<file path="config.mk">
export PLATFORM = sky130hd
export DESIGN_NAME = nn_ram_arbiter
export DESIGN_NICKNAME = d
export VERILOG_FILES = /design/src/rtl/nn_ram_arbiter.sv
export SDC_FILE = /design/constraint.sdc
export NUM_CORES = 1
export LEC_CHECK = 0
export ABC_AREA = 1
export BUFFER_PORTS_ARGS = -buffer_cell sky130_fd_sc_hd__buf_2
export CAP_MARGIN = 30
export CORE_AREA = 2 2 82 84
export CTS_CLUSTER_DIAMETER = 80
export DETAILED_ROUTE_END_ITERATION = 12
export DIE_AREA = 0 0 84 86
export PLACE_DENSITY_LB_ADDON = 0.2
export SETUP_SLACK_MARGIN = 0.02
export SLEW_MARGIN = 40
export SYNTH_ARGS = -nofsm -noshare
export SYNTH_HDL_FRONTEND = slang
export SYNTH_SLANG_ARGS = --single-unit
</file>
<file path="constraint.sdc">
create_clock -name CLK -period 3.1 [get_ports CLK]
set_input_delay 0 -clock CLK [delete_from_list [all_inputs] [get_ports CLK]]
set_output_delay 0 -clock CLK [all_outputs]
set_load 0.01 [all_outputs]
</file>
<file path="src/rtl/nn_ram_arbiter.sv">
// Three-way arbiter in front of the single-port nnRvSoc RAM: VGA first, limited by a run counter, then IF/LS round-robin.
// Optional stall counters are compiled in with `define NN_ARB_PERF_EN.
module nn_ram_arbiter #(
    parameter int AW          = 16,
    parameter int VGA_MAX_RUN = 4
) (
    input  logic          CLK,
    input  logic          RST_N,
    input  logic          if_req,
    input  logic [AW-1:0] if_addr,
    output logic          if_gnt,
    output logic          if_rvalid,
    input  logic          ls_req,
    input  logic          ls_we,
    input  logic [3:0]    ls_be,
    input  logic [AW-1:0] ls_addr,
    input  logic [31:0]   ls_wdata,
    output logic          ls_gnt,
    output logic          ls_rvalid,
    input  logic          vga_req,
    input  logic [AW-1:0] vga_addr,
    output logic          vga_gnt,
    output logic          vga_rvalid,
    output logic [31:0]   rdata,
    output logic          mem_en,
    output logic [3:0]    mem_we,
    output logic [AW-1:0] mem_addr,
    output logic [31:0]   mem_wdata,
    input  logic [31:0]   mem_rdata
`ifdef NN_ARB_PERF_EN
    ,
    input  logic          perf_clr,
    output logic [31:0]   perf_if_stall,
    output logic [31:0]   perf_ls_stall,
    output logic [31:0]   perf_vga_stall
`endif
);

    typedef enum logic [1:0] {OWN_NONE, OWN_IF, OWN_LS, OWN_VGA} owner_e;
    typedef enum logic {CPU_IF, CPU_LS} cpu_e;

    localparam logic [7:0] RUN_MAX = 8'(VGA_MAX_RUN);

    owner_e     owner_q, owner_d;
    cpu_e       lastCpu_q, lastCpu_d;
    logic [7:0] vgaRun_q, vgaRun_d;

    logic cpuPend;
    logic vgaWin;
    logic ifGnt, lsGnt, vgaGnt;

    // VGA loses its priority only once it has used up its run while a CPU request waits.
    always_comb begin
        ifGnt   = 1'b0;
        lsGnt   = 1'b0;
        vgaGnt  = 1'b0;
        cpuPend = if_req | ls_req;
        vgaWin  = vga_req && !(cpuPend && (vgaRun_q == RUN_MAX));
        if (RST_N) begin
            if (vgaWin) begin
                vgaGnt = 1'b1;
            end else if (if_req && ls_req) begin
                if (lastCpu_q == CPU_LS) ifGnt = 1'b1;
                else                     lsGnt = 1'b1;
            end else if (if_req) begin
                ifGnt = 1'b1;
            end else if (ls_req) begin
                lsGnt = 1'b1;
            end
        end
    end

    always_ff @(posedge CLK) begin
        if (!RST_N) begin
            owner_q   <= OWN_NONE;
            lastCpu_q <= CPU_LS;
            vgaRun_q  <= '0;
        end else begin
            owner_q   <= owner_d;
            lastCpu_q <= lastCpu_d;
            vgaRun_q  <= vgaRun_d;
        end
    end

    always_comb begin
        owner_d   = OWN_NONE;
        lastCpu_d = lastCpu_q;
        vgaRun_d  = '0;
        if (vgaGnt)               owner_d = OWN_VGA;
        else if (ifGnt)           owner_d = OWN_IF;
        else if (lsGnt && !ls_we) owner_d = OWN_LS;
        if (ifGnt) lastCpu_d = CPU_IF;
        if (lsGnt) lastCpu_d = CPU_LS;
        if (vgaGnt) vgaRun_d = (vgaRun_q == RUN_MAX) ? RUN_MAX : vgaRun_q + 8'd1;
    end

    // rvalid is also gated by RST_N so a read granted just before reset never returns.
    always_comb begin
        if_gnt     = ifGnt;
        ls_gnt     = lsGnt;
        vga_gnt    = vgaGnt;
        if_rvalid  = RST_N && (owner_q == OWN_IF);
        ls_rvalid  = RST_N && (owner_q == OWN_LS);
        vga_rvalid = RST_N && (owner_q == OWN_VGA);
        mem_en     = ifGnt | lsGnt | vgaGnt;
        mem_we     = (lsGnt && ls_we) ? ls_be : 4'b0000;
        mem_wdata  = lsGnt ? ls_wdata : 32'h0;
        mem_addr   = '0;
        if (vgaGnt)     mem_addr = vga_addr;
        else if (ifGnt) mem_addr = if_addr;
        else if (lsGnt) mem_addr = ls_addr;
        rdata      = mem_rdata;
    end

`ifdef NN_ARB_PERF_EN
    logic [31:0] ifStall_q, lsStall_q, vgaStall_q;

    always_ff @(posedge CLK) begin
        if (!RST_N || perf_clr) begin
            ifStall_q  <= '0;
            lsStall_q  <= '0;
            vgaStall_q <= '0;
        end else begin
            if (if_req && !ifGnt)   ifStall_q  <= ifStall_q + 32'd1;
            if (ls_req && !lsGnt)   lsStall_q  <= lsStall_q + 32'd1;
            if (vga_req && !vgaGnt) vgaStall_q <= vgaStall_q + 32'd1;
        end
    end

    assign perf_if_stall  = ifStall_q;
    assign perf_ls_stall  = lsStall_q;
    assign perf_vga_stall = vgaStall_q;
`endif

endmodule
</file>
# Word-level counts from Yosys, hierarchy flattened

Index checks and enable logic that the tools add are counted.

$add $sub $neg: 1
Equal/unequal tests: 4
Muxes and demuxes: 22
Bitwise operators: 5
Reduce and logical (&&, ||, !) cells: 13

Operator list:

| operator                                                        | count |
|---|---|
| 16-bit two-way mux                                              | 3 |
| 32-bit two-way mux                                              | 1 |
| 1-bit two-way mux                                               | 13 |
| 8-bit by 1-bit adder with 8-bit output, second input constant   | 1 |
| 8-bit by 3-bit == test with 1-bit output, second input constant | 1 |
| 1-bit logical AND                                               | 8 |
| 2-bit two-way mux                                               | 3 |
| 2-bit == test, second input constant                            | 2 |
| 4-bit two-way mux                                               | 1 |
| 3-bit two-way mux                                               | 1 |
| 1-bit OR                                                        | 3 |
| 3-bit OR reduction                                              | 1 |
| 2-bit by 1-bit == test with 1-bit output, second input constant | 1 |
| 1-bit logical NOT                                               | 2 |
| 1-bit inverter                                                  | 2 |
| 2-bit AND reduction                                             | 1 |
| 2-bit OR reduction                                              | 1 |

Register bits after elaboration: 11
Output and inout bits: 91

# Depth between registers and ports, before layout

Gate-level depths: netlist (run 1).

Depth after elaboration: 10
Gate-level depth with buffers: 10
Mapped depth without buffers: 9

# Worst setup path after synthesis (run 1)

OpenSTA, ideal clock, no wires.

Path type: register -> output
Start: register vgaRun_q[0]
End: output mem_addr[10]
Data arrival time: 1.419 ns
Slack: 1.681 ns
Stages on the path, launching flop included: 11
Buffers on the path: 1
Cell sequence: dfxtp_1 > inv_1 > ha_1 > nand3_1 > nor2_2 > nand2_1 > nand2_4 > nor2_4 > buf_4 > nand2_1 > nand3_1

RTL lines:

| what                                     | line | source |
|---|---|---|
| from (decl)                              | 46   | `logic [7:0] vgaRun_q, vgaRun_d;` |
| from (signal assigned)                   | 81   | `vgaRun_q <= vgaRun_d;` |
| 8-bit by 3-bit == test with 1-bit output | 58   | `vgaWin = vga_req && !(cpuPend && (vgaRun_q == RUN_MAX));` |
| 1-bit logical AND                        | 58   |  |
| 1-bit logical NOT                        | 58   |  |
| 1-bit logical AND                        | 58   |  |
| 1-bit two-way mux                        | 60   | `if (vgaWin) begin` |
| 1-bit two-way mux                        | 59   | `if (RST_N) begin` |
| net vga_gnt                              | 22   | `output logic vga_gnt,` |
| 16-bit two-way mux                       | 109  | `if (vgaGnt) mem_addr = vga_addr;` |
| to (decl)                                | 27   | `output logic [AW-1:0] mem_addr,` |

The timed path passes the listed nets, and every way through them passes these cells.

# Worst setup path in the final report (run 1)

Start: register vgaRun_q[0]
End: output mem_wdata[11]

Cells in the longest elaborated chain, start to end: 7

RTL lines:

| what                                     | line | source |
|---|---|---|
| 8-bit by 3-bit == test with 1-bit output | 58   |  |
| 1-bit logical AND                        | 58   |  |
| 1-bit logical NOT                        | 58   |  |
| 1-bit logical AND                        | 58   |  |
| 1-bit two-way mux                        | 60   |  |
| 1-bit two-way mux                        | 59   |  |
| 32-bit two-way mux                       | 107  | `mem_wdata = lsGnt ? ls_wdata : 32'h0;` |
| to (decl)                                | 28   | `output logic [31:0] mem_wdata,` |

No other way between the ends.

==> run_results.csv, run 1 <==
group,metric,value,unit
status,outcome,"finished clean",
floorplanning,fp.dieH,86,um
hold_path,hold_path.class,"input pin to output port",
layout,fin_nets,489,
layout,final_layout_size_suffix_gt1_share,46.4,%
critical_path,critical_path_class,"register to output port",
routing,routed_wl,5.14,mm
yosys,synth_edf_count,0,
timing,hold_violations,0,
layout,diodes,0,
clocking,cts_setup_buffers,0,
global_routing,grt_pass1_wl,7.91,mm
clocking,htreeDepth,1,
yosys,ys_warn_count,0,
power_and_ir_drop,leakage,0.00133,uW
power_and_ir_drop,p_comb_share,38.7,%
timing,fmax,0.394,GHz
yosys,ys_ff_latch,11,
timing,min_period_over_period,81.8,%
power_and_ir_drop,p_int,320,uW
floorplanning,die_area,7220,sq um
timing,setup_tns,0,ns
routing,drt_first_pass_iters,5,
global_routing,grt_max_degree,37,
critical_path,critPathLaunchType,"register",
timing,tightest_slew,0.604,ns
layout,multi_input_area,773,sq um
timing,finClkSkew,0.00939,ns
placement,globalplace.congestion,0.860,
timing,period_needed,2.54,ns
yosys,synthesis.area,1500,sq um
yosys,synth_top_area_share,16.6,%
global_routing,grt_overflow_total,0,
power_and_ir_drop,clockPowerShare,30.3,%
yosys,synth_area_leader_cell,"buf_4",
yosys,ys.flop_type,"dfxtp_1",
critical_path,worst-path-max-fanout,36,
power_and_ir_drop,p_per_area,229,nW/um^2
yosys,netlist_instances,254,
power_and_ir_drop,pwr-share-seq,31.0,%
yosys,yosysMostFrequentCell,"inv_1",
floorplanning,die_w,84,um
routing,num_vias,1922,
yosys,async_flop_share,0,%
routing,postRouteAntennaNets,0,
timing,hold_slack,0.00000393,ns
yosys,syn_nets,378,
layout,fillers,740,
timing,setup_ws,0.564,ns
flow_run,cap_violations,0,
power_and_ir_drop,irDropWorstVdd,0.000101,V
yosys,synthTopCellsByArea,"buf_4 17%, dfxtp_1 15%, nand4_1 13%, inv_1 12%, nor2_1 9.3%",
critical_path,cp_data_arrival_time,2.54,ns
power_and_ir_drop,swShare,33.3,%
floorplanning,initial_core_util,23.8,%
placement,dp_slack,0.801,ns
clocking,cts_resized,0,
critical_path,endpoint_kind,"output port",
layout,register_area,220,sq um
placement,hpwl,4.26,mm
layout,fin_util,33.3,%
clocking,cts.path.max_buffers,2,
yosys,ys_types,24,
timing,slew_viol_final,0,
clocking,clk_latency,0.24,ns
yosys,syn-mean-instance-area,5.89,sq um
timing,finalSetupViolations,0,
floorplanning,core,6280,sq um
placement,port_buffers,148,
clocking,clkTransAtPathRegs,0.05,ns
yosys,yosysSeqAreaShare,14.7,%
clocking,cts.sinks,11,
clocking,cts-root-buf,"clkbuf_8",
power_and_ir_drop,switchingPower,160,uW
routing,wl_per_cell,11.6,um
yosys,synth_common_cells,"49 x inv_1, 37 x nor2_1, 33 x buf_4",
clocking,holdBufCountCts,0,
global_routing,grt_pass1_vias,1787,
global_routing,grt_usage,13.1,%
critical_path,required,3.10,ns
routing,drcViolationCount,0,
floorplanning,ios,213,
clocking,cts_buffers,3,
timing,rsz0062_at_grt,"false",
timing,relSlewSlack,59.7,%
global_routing,antenna_found_initial,0,
floorplanning,rows,29,
routing,drt_iter0_markers,27,
layout,area_delta_synth_final,39.9,%
clocking,cts_tree,"done",
routing,via_per_inst,4.36,
[layer usage]
| layer | vias up | track usage, % | wire length, um |
|---|---|---|---|
| li1 | 987 | - | - |
| met1 | 807 | 14.3 | 1930 |
| met4 | 0 | 2.93 | 44 |
| met2 | 122 | 25.4 | 2610 |
| met5 | - | 0 | 0 |
| met3 | 6 | 3.37 | 548 |
[placed cells by master, fill, tap and decap left out, types with 2 or more instances in the layout]
master / n
nand4_1: 32
a21oi_1: 2
buf_4: 3
nand2_1: 24
xor2_1: 3
inv_1: 49
xnor2_1: 2
nor2_2: 10
nor2_1: 37
buf_2: 148
dfxtp_1: 11
ha_1: 2
nor3_1: 7
clkbuf_8: 3
nand3_1: 22
[logic make-up (layout without fill, tap and decap cells)]
family	count (synthesis)	after routing	synth area share (%)
and+or+nand+nor	136	136	45.2
buffers and inverters	95	205	33.6
DFF	11	11	14.7
AOI/OAI and AO/OA	5	5	1.92
xor gates and xnor gates	5	5	2.93
adders and majority gates	2	2	1.67
[layout make-up]
cell class	count	area share (%)
Multi-Input combinational cell	148	37.0
Timing Repair Buffer	152	37.0
Inverter	49	8.79
Tap cell	77	4.61
Sequential cell	11	10.5
Clock buffer	4	2.15
[power groups by stage]
stage	Clock [uW]	Sequential, uW	Combinational (uW)
2_1_floorplan	0	151	133
3_3_place_gp	0	151	186
3_5_place_dp	0	151	187
4_1_cts	147	148	187
5_1_grt	159	149	209
6_report	145	148	186
[worst max-delay path, stage by stage (launching register included)]
cell,delay [ns]
dfxtp_1,0.33
inv_1,0.06
ha_1,0.14
nand3_1,0.10
nor2_2,0.14
nand2_1,0.09
nand2_4,0.30
nand3_2,0.52
buf_4,0.39
nor2_1,0.10
buf_2,0.13
[final timing paths]
path	endpoint	startpoint	cells after the start	slack, ns
setup / recovery	mem_wdata[11]	vgaRun_q[0]	10	0.56
hold / removal	rdata[27]	mem_rdata[27]	0	0.000004
setup reg to reg	owner_q[1]	vgaRun_q[0]	8	1.00
hold reg to reg	lastCpu_q	lastCpu_q	2	0.48
[through the flow]
| step | cells | area [sq um] | power (uW) |
|---|---|---|---|
| after floorplan | 254 | 1500 | 284 |
| after global placement | 436 | 2040 | 337 |
| after detailed placement | 436 | 2040 | 338 |
| after CTS | 440 | 2080 | 482 |
| after global routing | 441 | 2090 | 516 |
| final | 441 | 2090 | 479 |
[registers in the layout (all words and copies together), names as in the netlist]
register	cells
lastCpu_q	1
vgaRun_q	8
owner_q	2
No activity file was read; power rests on OpenSTA's default activity.
==> run 2: changes to the inputs <==
Clock period 3.1 ns to 2.5 ns, I/O delays scaled along.
==> run 2 against run 1 <==
  * Hold slack is essentially flat
  * Core utilization grew 0.24 points
  * Setup slack lost 0.055 ns
  * Die area is the same
  * Non-clock buffer count grew 2
  * Via count grew 0.83%
  * First-iteration DRC count grew 78%
  * Count of clock-buffer cells in the layout is the same
  * Flip-flop and latch count is the same
  * Global-route usage grew 0.13 points
  * Sequential power grew 24%
==> run_results.csv, run 2 (same netlist as run 1, synthesis figures left out) <==
group,metric,value,unit
global_routing,antenna_found_initial,0,
power_and_ir_drop,leakage,0.00134,uW
floorplanning,die_area,7220,sq um
power_and_ir_drop,switchingPower,192,uW
global_routing,grt_usage,13.2,%
layout,finalNonFillerCells,443,
placement,dp_cells,438,
layout,area_delta_synth_final,40.9,%
hold_path,hold_path.class,"input pin to output port",
timing,hold_slack,0.00000393,ns
placement,dp_slack,0.688,ns
critical_path,r2r-start,"vgaRun_q[0]",
layout,diodes,0,
hold_path,min_from,"mem_rdata[27]",
hold_path,min_path_cells,0,
routing,routed_wl,5.04,mm
hold_path,hold_end,"rdata[27]",
layout,fin_nets,491,
clocking,htreeDepth,1,
floorplanning,initial_core_util,23.8,%
routing,drt_iter0_markers,48,
placement,placed_area,2050,sq um
layout,mostFrequentLayoutCell,"buf_2",
clocking,cts_tree,"done",
critical_path,cp_data_arrival_time,1.99,ns
timing,period_needed,1.99,ns
status,outcome,"finished clean",
power_and_ir_drop,p_int,398,uW
timing,hold_violations,0,
power_and_ir_drop,p_comb_share,39.2,%
clocking,cts.sinks,11,
critical_path,worst-path-max-fanout,34,
power_and_ir_drop,swShare,32.5,%
layout,final_area,2110,sq um
placement,hpwl,4.26,mm
clocking,clkTransAtPathRegs,0.05,ns
power_and_ir_drop,p_per_area,280,nW/um^2
timing,setup_ws,0.509,ns
timing,tightest_slew,0.508,ns
timing,rsz0062_at_grt,"false",
clocking,holdBufCountCts,1,
placement,globalplace.congestion,0.834,
global_routing,grt_pass1_vias,1760,
critical_path,rr_endpoint,"vgaRun_q[5]",
floorplanning,rows,29,
routing,wl_per_cell,11.4,um
critical_path,r2r_slack,0.71,ns
layout,final_layout_size_suffix_gt1_share,46.7,%
global_routing,grt_pass1_wl,7.91,mm
clocking,cts.path.max_buffers,2,
layout,top_register,"vgaRun_q",
routing,num_vias,1938,
critical_path,required,2.50,ns
global_routing,grt_overflow_total,0,
layout,top_regs,"vgaRun_q x8, owner_q x2, lastCpu_q x1",
floorplanning,ios,213,
floorplanning,die_w,84,um
layout,largest_reg_flops,8,
timing,slew_viol_final,0,
floorplanning,core,6280,sq um
clocking,cts_resized,0,
power_and_ir_drop,clockPowerShare,29.6,%
critical_path,critPathLaunchType,"register",
clocking,cts-root-buf,"clkbuf_8",
routing,drt_first_pass_iters,4,
clocking,clk_latency,0.23,ns
clocking,cts_buffers,3,
timing,relSlewSlack,65.9,%
clocking,cts_setup_buffers,0,
routing,via_per_inst,4.37,
flow_run,cap_violations,0,
floorplanning,fp.dieH,86,um
routing,drcViolationCount,0,
timing,min_period_over_period,79.6,%
routing,postRouteAntennaNets,0,
critical_path,reg2reg_depth,9,
timing,fmax,0.502,GHz
layout,layout_common_cells,"148 x buf_2, 49 x inv_1, 37 x nor2_1",
placement,port_buffers,148,
critical_path,critical_path_class,"register to output port",
critical_path,endpoint_kind,"output port",
timing,finalSetupViolations,0,
layout,fillers,708,
power_and_ir_drop,irDropWorstVdd,0.000138,V
timing,setup_tns,0,ns
global_routing,grt_max_degree,35,
timing,finClkSkew,0.00189,ns
power_and_ir_drop,pwr-share-seq,31.2,%
run 2: how the worst max path moves through the flow:
stage / start / end / slack (ns)
6_report: vgaRun_q[0] / mem_en / 0.51
5_1_grt: vgaRun_q[0] / mem_en / 0.29
4_1_cts: vgaRun_q[1] / mem_en / 0.47
3_5_place_dp: vgaRun_q[0] / vgaRun_q[5] / 0.69
3_3_place_gp: vgaRun_q[0] / vgaRun_q[0] / 0.73
2_1_floorplan: vgaRun_q[0] / mem_addr[10] / 1.08
run 2: routing by layer:
layer | GRT usage, % | share of wire (%) | routed length [um]
met3 | 3.56 | 11 | 576
met2 | 25.2 | 51 | 2550
met1 | 14.5 | 37 | 1860
met5 | 0 | 0 | 0
met4 | 3.37 | 1.1 | 58
run 2: through the flow:
stage	util, %	power, uW
after floorplan	-	352
after global placement	32.7	420
after detailed placement	32.7	420
after CTS	33.6	601
after global routing	33.6	635
final	33.6	590
run 2: cell type report:
cell class / instances / area, sq um / area share, %
flip-flops and latches: 11 / 220 / 10.5
multi-input cells: 148 / 773 / 36.7
inverters: 49 / 184 / 8.73
well taps: 77 / 96.3 / 4.57
clock buffers: 4 / 45.0 / 2.14
repair buffers: 154 / 788 / 37.4
run 2: power by group through the flow:
stage | clock, uW | combinational, uW | sequential (uW)
floorplan | 0 | 165 | 187
global placement | 0 | 233 | 188
global route | 190 | 261 | 185
detailed placement | 0 | 233 | 188
CTS | 182 | 235 | 184
finish | 174 | 232 | 184
run 2: critical path: stages (launching register included):
cell and delay (ns):
dfxtp_1 0.33, inv_1 0.06, ha_1 0.13, nand3_1 0.10
nor2_2 0.14, nand2_1 0.09, nand2_4 0.09, buf_4 0.30
nand3_1 0.22, nand3_1 0.15, buf_2 0.14
